## config.mk

```make
export PLATFORM = sky130hd
export DESIGN_NAME = alu_ctrl
export DESIGN_NICKNAME = d
export VERILOG_FILES = /design/src/rtl/alu_ctrl.sv
export SDC_FILE = /design/constraint.sdc
export NUM_CORES = 1
export LEC_CHECK = 0
export CAP_MARGIN = 20
export CORE_MARGIN = 1.5
export CORE_UTILIZATION = 39
export DETAILED_ROUTE_END_ITERATION = 10
export GPL_ROUTABILITY_DRIVEN = 1
export HOLD_SLACK_MARGIN = 0.03
export PLACE_DENSITY = 0.81
export SLEW_MARGIN = 20
export SYNTH_ARGS = -nofsm -noshare
export SYNTH_HDL_FRONTEND = slang
export SYNTH_SLANG_ARGS = --single-unit
```

## constraint.sdc

```tcl
create_clock -name clk -period 1.9 [get_ports clk]
set_input_delay 0.19 -clock clk [delete_from_list [all_inputs] [get_ports clk]]
set_output_delay 0.19 -clock clk [all_outputs]
set_load 0.02 [all_outputs]
```

## src/rtl/alu_ctrl.sv

```systemverilog
// alu_ctrl: request/response sequencer for the 16-bit ALU, owning the C/Z/V/S flag register.
// Optional saturating add (op 11) is built when ALU_CTRL_SAT_EN is defined.
module alu_ctrl #(
  parameter logic [2:0]  IDLE_FUNC = 3'b111,
  parameter logic [15:0] ERR_DATA  = 16'h0000
) (
  input  logic        clk,
  input  logic        rst,
  input  logic        req_valid,
  output logic        req_ready,
  input  logic [3:0]  req_op,
  input  logic [15:0] req_a,
  input  logic [15:0] req_b,
  input  logic [3:0]  req_cnt,
  output logic        rsp_valid,
  input  logic        rsp_ready,
  output logic [15:0] rsp_data,
  output logic        rsp_err,
  output logic        flag_c,
  output logic        flag_z,
  output logic        flag_v,
  output logic        flag_s,
  input  logic        flag_we,
  input  logic [3:0]  flag_wdata,
  output logic [15:0] alu_a,
  output logic [15:0] alu_b,
  output logic [2:0]  alu_func,
  output logic        alu_cin,
  input  logic [15:0] alu_out,
  input  logic        alu_c,
  input  logic        alu_z,
  input  logic        alu_v,
  input  logic        alu_s
);

  localparam logic [3:0] OP_ADD = 4'd0;
  localparam logic [3:0] OP_ADC = 4'd1;
  localparam logic [3:0] OP_SUB = 4'd2;
  localparam logic [3:0] OP_SBC = 4'd3;
  localparam logic [3:0] OP_AND = 4'd4;
  localparam logic [3:0] OP_OR  = 4'd5;
  localparam logic [3:0] OP_XOR = 4'd6;
  localparam logic [3:0] OP_SHL = 4'd7;
  localparam logic [3:0] OP_SHR = 4'd8;
  localparam logic [3:0] OP_CMP = 4'd9;
  localparam logic [3:0] OP_TST = 4'd10;
`ifdef ALU_CTRL_SAT_EN
  localparam logic [3:0] OP_ADDS = 4'd11;
`endif

  localparam logic [2:0] F_ADD = 3'b000;
  localparam logic [2:0] F_SUB = 3'b001;
  localparam logic [2:0] F_AND = 3'b010;
  localparam logic [2:0] F_OR  = 3'b011;
  localparam logic [2:0] F_XOR = 3'b100;
  localparam logic [2:0] F_SHL = 3'b101;
  localparam logic [2:0] F_SHR = 3'b110;

  typedef enum logic [1:0] {
    S_IDLE = 2'd0,
    S_EXEC = 2'd1,
    S_RESP = 2'd2
  } state_t;

  state_t      r_state;
  state_t      w_state_nxt;

  // ALU port registers double as the operand registers; r_alu_b is the shift accumulator
  logic [15:0] r_alu_a;
  logic [15:0] r_alu_b;
  logic [2:0]  r_alu_func;
  logic        r_alu_cin;
  logic [3:0]  r_op;
  logic [3:0]  r_cnt;

  logic        r_req_ready;
  logic        r_rsp_valid;
  logic [15:0] r_rsp_data;
  logic        r_rsp_err;
  logic        r_flag_c;
  logic        r_flag_z;
  logic        r_flag_v;
  logic        r_flag_s;

  logic        w_legal;
  logic        w_shift;
  logic [2:0]  w_func;
  logic        w_cin;
  logic [15:0] w_a;
  logic [3:0]  w_cnt_init;
  logic        w_capture;
  logic [15:0] w_res;
  logic        w_fc;
  logic        w_fz;
  logic        w_fv;
  logic        w_fs;
`ifdef ALU_CTRL_SAT_EN
  logic [15:0] w_sat;
`endif

  assign w_capture = (r_state == S_EXEC) && (r_cnt == 4'd1);

  // Opcode decode of the incoming request into ALU controls
  always_comb begin
    w_legal = 1'b1;
    w_shift = 1'b0;
    w_func  = IDLE_FUNC;
    w_cin   = 1'b0;
    w_a     = req_a;
    case (req_op)
      OP_ADD: w_func = F_ADD;
      OP_ADC: begin
        w_func = F_ADD;
        w_cin  = r_flag_c;
      end
      OP_SUB: w_func = F_SUB;
      OP_SBC: begin
        w_func = F_SUB;
        w_cin  = r_flag_c;
      end
      OP_AND: w_func = F_AND;
      OP_OR:  w_func = F_OR;
      OP_XOR: w_func = F_XOR;
      OP_SHL, OP_SHR: begin
        w_shift = 1'b1;
        // A zero-length shift is an OR with zero: result=b, c=0, v=0
        if (req_cnt == 4'd0) begin
          w_func = F_OR;
          w_a    = 16'h0000;
        end else begin
          w_func = (req_op == OP_SHL) ? F_SHL : F_SHR;
        end
      end
      OP_CMP: w_func = F_SUB;
      OP_TST: w_func = F_AND;
`ifdef ALU_CTRL_SAT_EN
      OP_ADDS: w_func = F_ADD;
`endif
      default: w_legal = 1'b0;
    endcase
  end

  assign w_cnt_init = (w_shift && (req_cnt != 4'd0)) ? req_cnt : 4'd1;

`ifdef ALU_CTRL_SAT_EN
  assign w_sat = r_alu_a[15] ? 16'h8000 : 16'h7FFF;
`endif

  // Result and flag values presented at the capture edge
  always_comb begin
    w_res = alu_out;
    w_fc  = alu_c;
    w_fz  = alu_z;
    w_fv  = alu_v;
    w_fs  = alu_s;
    case (r_op)
      OP_AND, OP_OR, OP_XOR: begin
        w_fc = 1'b0;
        w_fv = 1'b0;
      end
      OP_TST: begin
        w_res = r_alu_b;
        w_fc  = 1'b0;
        w_fv  = 1'b0;
      end
      OP_CMP: w_res = r_alu_b;
      OP_SHL, OP_SHR: w_fv = 1'b0;
`ifdef ALU_CTRL_SAT_EN
      OP_ADDS: begin
        if (alu_v) begin
          w_res = w_sat;
          w_fz  = (w_sat == 16'h0000);
          w_fs  = w_sat[15];
        end else begin
          w_res = alu_out;
        end
      end
`endif
      default: w_res = alu_out;
    endcase
  end

  // State register
  always_ff @(posedge clk) begin
    if (rst) begin
      r_state <= S_IDLE;
    end else begin
      r_state <= w_state_nxt;
    end
  end

  // Next-state logic; illegal opcodes bypass EXEC
  always_comb begin
    w_state_nxt = r_state;
    case (r_state)
      S_IDLE: begin
        if (req_valid) begin
          w_state_nxt = w_legal ? S_EXEC : S_RESP;
        end else begin
          w_state_nxt = S_IDLE;
        end
      end
      S_EXEC: begin
        if (w_capture) begin
          w_state_nxt = S_RESP;
        end else begin
          w_state_nxt = S_EXEC;
        end
      end
      S_RESP: begin
        if (rsp_ready) begin
          w_state_nxt = S_IDLE;
        end else begin
          w_state_nxt = S_RESP;
        end
      end
      default: w_state_nxt = S_IDLE;
    endcase
  end

  // Operand latch, shift iteration, result capture and handshake registers
  always_ff @(posedge clk) begin
    if (rst) begin
      r_alu_a     <= 16'h0000;
      r_alu_b     <= 16'h0000;
      r_alu_func  <= IDLE_FUNC;
      r_alu_cin   <= 1'b0;
      r_op        <= 4'd0;
      r_cnt       <= 4'd0;
      r_req_ready <= 1'b1;
      r_rsp_valid <= 1'b0;
      r_rsp_data  <= 16'h0000;
      r_rsp_err   <= 1'b0;
    end else begin
      case (r_state)
        S_IDLE: begin
          if (req_valid) begin
            r_op        <= req_op;
            r_req_ready <= 1'b0;
            if (w_legal) begin
              r_alu_a    <= w_a;
              r_alu_b    <= req_b;
              r_alu_func <= w_func;
              r_alu_cin  <= w_cin;
              r_cnt      <= w_cnt_init;
            end else begin
              r_rsp_valid <= 1'b1;
              r_rsp_err   <= 1'b1;
              r_rsp_data  <= ERR_DATA;
            end
          end
        end
        S_EXEC: begin
          if (w_capture) begin
            r_rsp_data  <= w_res;
            r_rsp_err   <= 1'b0;
            r_rsp_valid <= 1'b1;
            r_alu_a     <= 16'h0000;
            r_alu_b     <= 16'h0000;
            r_alu_func  <= IDLE_FUNC;
            r_alu_cin   <= 1'b0;
            r_cnt       <= 4'd0;
          end else begin
            r_alu_b <= alu_out;
            r_cnt   <= r_cnt - 4'd1;
          end
        end
        S_RESP: begin
          if (rsp_ready) begin
            r_rsp_valid <= 1'b0;
            r_req_ready <= 1'b1;
          end
        end
        default: r_req_ready <= 1'b1;
      endcase
    end
  end

  // Flag register: capture edge has priority over a software write
  always_ff @(posedge clk) begin
    if (rst) begin
      r_flag_c <= 1'b0;
      r_flag_z <= 1'b0;
      r_flag_v <= 1'b0;
      r_flag_s <= 1'b0;
    end else if (w_capture) begin
      r_flag_c <= w_fc;
      r_flag_z <= w_fz;
      r_flag_v <= w_fv;
      r_flag_s <= w_fs;
    end else if (flag_we) begin
      r_flag_c <= flag_wdata[3];
      r_flag_z <= flag_wdata[2];
      r_flag_v <= flag_wdata[1];
      r_flag_s <= flag_wdata[0];
    end
  end

  assign req_ready = r_req_ready;
  assign rsp_valid = r_rsp_valid;
  assign rsp_data  = r_rsp_data;
  assign rsp_err   = r_rsp_err;
  assign flag_c    = r_flag_c;
  assign flag_z    = r_flag_z;
  assign flag_v    = r_flag_v;
  assign flag_s    = r_flag_s;
  assign alu_a     = r_alu_a;
  assign alu_b     = r_alu_b;
  assign alu_func  = r_alu_func;
  assign alu_cin   = r_alu_cin;

endmodule

```

==> results by group <==
Detailed routing
  • Vias: 3,302
  • DR WL/cell: 16.0 µm
  • Post-route ant nets: 0
  • Post-Route WL: 9560 µm
  • Vias/cell: 5.53
  • Detailed Routing Iterations Pass 1: 4
  • Drt initial violations: 171
  • DRC viols: 0

Worst setup path
  • WP data required: around 2.2 ns
  • CP endpoint kind: flop
  • Cell Chain, Critical Path: inv_1, ha_4, buf_6, nand3_4, o21a_4, or4_4, o21ai_2
  • CP arrival: between 2 and 2.5 ns
  • Critical path peak fanout: 8
  • Largest stage delay, worst path: 0.59 ns
  • Worst setup path class: flop to flop
  • Crit start category: flop
  • Critical path's slowest cell: or4_4

Logic synthesis
  • Yosys cell types: 49
  • Seq/Total Area, Yosys: 44.0%
  • Syn Inst Count: 334
  • Seq cells post-synth: 69
  • Syn_area_per_cell: 9.41 µm²
  • Synth top area share: 44.0%
  • Area leader, netlist: dfxtp_1
  • Top cells by area, synth: dfxtp_1 44%, mux2i_1 7.0%, a221oi_1 5.3%, a22o_1 4.7%, o211ai_1 4.1%
  • Ys Warns: 0
  • Post-synth ARST share: 0%
  • Net Count, Synth: between 400 and 500
  • Synth Cell Area: 3140 µm²
  • Most used DFF post-synth: dfxtp_1
  • Post-synth EDFFs: 0

CTS
  • CTS tree: done
  • Root Buffer: clkbuf_8
  • Skew-Pair Late Insertion Delay: 0.34 ns
  • CTS sink cnt: 69
  • Clk slew on worst S/H paths: 0.08 ns
  • Cts hold-fix bufs: 0
  • Max clock buf depth: 2
  • H-Tree Depth: 3
  • Total CTS buffers: 9

Placed design
  • I/O Buffers: 127
  • Final HPWL DP: 6880 µm
  • Area after DPL: 4760 µm²
  • RePlAce Congestion: 0.863

Pwr
  • Clock share of power: about a third
  • Sw Pwr: between 1 and 1.5 mW
  • Reg power frac: 39.8%
  • Switching Share: 29.3%
  • Part of the power in combinational logic: 27.7%
  • LEAKAGE: 2.06 nW
  • Worst VDD drop: a little over 0.0005 V
  • Pwr Density: 810 nW/µm²
  • Internal power: just under 3 mW

Timing
  • Max-slew violations: 0
  • Slew margin rel.: 71.1%
  • Clk_skew: 0.0107 ns
  • RSZ-0062 raised after global routing: false
  • Final Cycle Share: 96.4%
  • Slew at the pin with the worst max-slew slack: 0.429 ns
  • Fin crit period: 1.83 ns
  • Fmax: 0.546 GHz
  • Final setup viols: 0
  • Setup TNS: 0 ns
  • Hold Fails Final Rpt: 0

GRT
  • Largest net degree at the start of global routing: 38
  • GR Util All Layers: 21.9%
  • Total grt overflow: 0
  • Vias in the first global route: 3,162
  • First-pass GRT wire length: 14,900 µm
  • Initial antenna violation count: 0

Cells and area
  • Share of cells above drive strength 1: 18.8%
  • Antenna diodes: 0
  • P&R area growth vs syn: 62.8%
  • Post-route cell area: 5110 µm²
  • Final #Nets: 565
  • Fillers: 637

Die
  • IO Count: 128
  • Initial core utilization: 40.4%
  • Core Area: between 7000 and 8000 µm²
  • Rows: 32
  • Die span in y: 92.8 µm
  • Die footprint: 8600 µm²
  • Die W: 92.8 µm

Flow run
  • Max_cap viols: 0

Min path
  • Hold/Removal Path Class: input port to flop

Run status
  • Status: completed
## routing by layer
layer | part of all wire (%) | global-route usage (%) | vias to the layer above
met4 | 1.8 | 8.71 | 0
met2 | 48 | 37.3 | 141
met5 | 0 | 0 | -
met3 | 7.3 | 5.67 | 16
li1 | - | - | 1568
met1 | 43 | 26.2 | 1577
## cell families (layout without fill, tap and decap cells)
group                    Yosys count  count (layout)  share of synthesized area (%)
adder cells (fa/ha/maj)            6               6                           2.39
XOR/XNOR                           2               2                          0.558
multiplexers                      22              22                           7.01
AO/OA/AOI/OAI                    106             106                           24.7
flip-flops                        69              69                           44.0
buffers and inverters             43             203                           6.29
AND/OR/NAND/NOR                   86              87                           15.1
## through the flow
| stage | hold WS [ns] | utilization, % | worst slack, ns | power (mW) | cells |
|---|---|---|---|---|---|
| 2_1_floorplan | 0.316 | - | 0.0110 | 2.21 | 334 |
| 3_3_place_gp | 0.439 | 61.3 | -0.199 | 2.74 | 578 |
| 3_5_place_dp | 0.446 | 61.3 | -0.291 | 2.76 | 578 |
| 4_1_cts | 0.430 | 64.5 | -0.000654 | 4.11 | 595 |
| 5_1_grt | 0.439 | 65.9 | 0.0215 | 4.31 | 597 |
| 6_report | 0.442 | 65.9 | 0.0692 | 4.14 | 597 |
## placed cells by master (no fill, tap or decap), types with 4 or more instances in the layout
master,synthesis,layout
clkdlybuf4s50_1,0,127
dfxtp_1,69,67
buf_4,0,44
nor2_1,27,26
mux2i_1,22,22
a221oi_1,19,19
nor3_1,19,19
a22o_1,17,17
o211ai_1,17,17
a21oi_1,12,12
inv_1,13,11
clkbuf_8,0,10
o21ai_2,1,8
nand2_1,8,8
o21ai_1,9,8
a211oi_1,7,7
nand3_1,5,5
o21ai_0,10,4
ha_1,6,4
## sequential cells by signal, indices dropped and copies added, names as in the netlist
| name | cells |
|---|---|
| alu_a | 16 |
| alu_func | 3 |
| alu_cin | 1 |
| r_state | 2 |
| flag_s | 1 |
| req_ready | 1 |
| rsp_data | 16 |
| r_cnt | 4 |
| flag_c | 1 |
| rsp_err | 1 |
| flag_v | 1 |
| r_op | 4 |
| alu_b | 16 |
| rsp_valid | 1 |
| flag_z | 1 |
## Yosys cell counts, types with 3 or more instances
cell      instances
a221oi_1         19
buf_2            11
nand2b_1          3
o211ai_1         17
inv_1            13
nand3_1           5
nor2_1           27
a211oi_1          7
nor3_1           19
buf_6             3
a22o_1           17
o21ai_1           9
ha_1              6
mux2i_1          22
dfxtp_1          69
o21ai_0          10
nand2_1           8
a21oi_1          12
clkbuf_1         14
## final timing paths
check | endpoint | startpoint | slack [ns] | cells after the start
min | alu_a[11] | req_a[11] | 0.44 | 2
min reg2reg | alu_func[0] | alu_func[0] | 0.46 | 2
max | rsp_data[4] | r_state[1] | 0.07 | 7
max reg2reg | rsp_data[4] | r_state[1] | 0.07 | 7
## repair_timing
action	4_1_cts	5_1_grt
endpoints found under the setup margin	45	39
pin swaps	1	8
cloned	0	1
gates resized for setup	3	25
buffers inserted	1	1
## area by class of cell
| class | count | area (µm²) | area share, % |
|---|---|---|---|
| tap | 102 | 128 | 2.50 |
| multi-input combinational | 223 | 1680 | 32.8 |
| clock inverter | 6 | 86.3 | 1.69 |
| timing repair buffer | 174 | 1650 | 32.3 |
| inverter | 13 | 48.8 | 0.954 |
| clock buffer | 10 | 138 | 2.69 |
| sequential | 69 | 1380 | 27.1 |
## power groups by stage
stage | registers (mW) | logic, mW | clock network (mW)
2_1_floorplan | 1.78 | 0.428 | 0
3_3_place_gp | 1.67 | 1.06 | 0
3_5_place_dp | 1.68 | 1.09 | 0
4_1_cts | 1.64 | 1.10 | 1.36
5_1_grt | 1.66 | 1.23 | 1.42
6_report | 1.65 | 1.15 | 1.35
## worst max-delay path, delay by kind of cell (launching register included)
family          cells  cell delay, ns
compound gates      2            0.39
fa+ha+maj           1            0.16
buf+inv             2            0.22
flops               1            0.32
simple gates        2            0.66
Note: power is estimated with default switching activity, not from simulation.
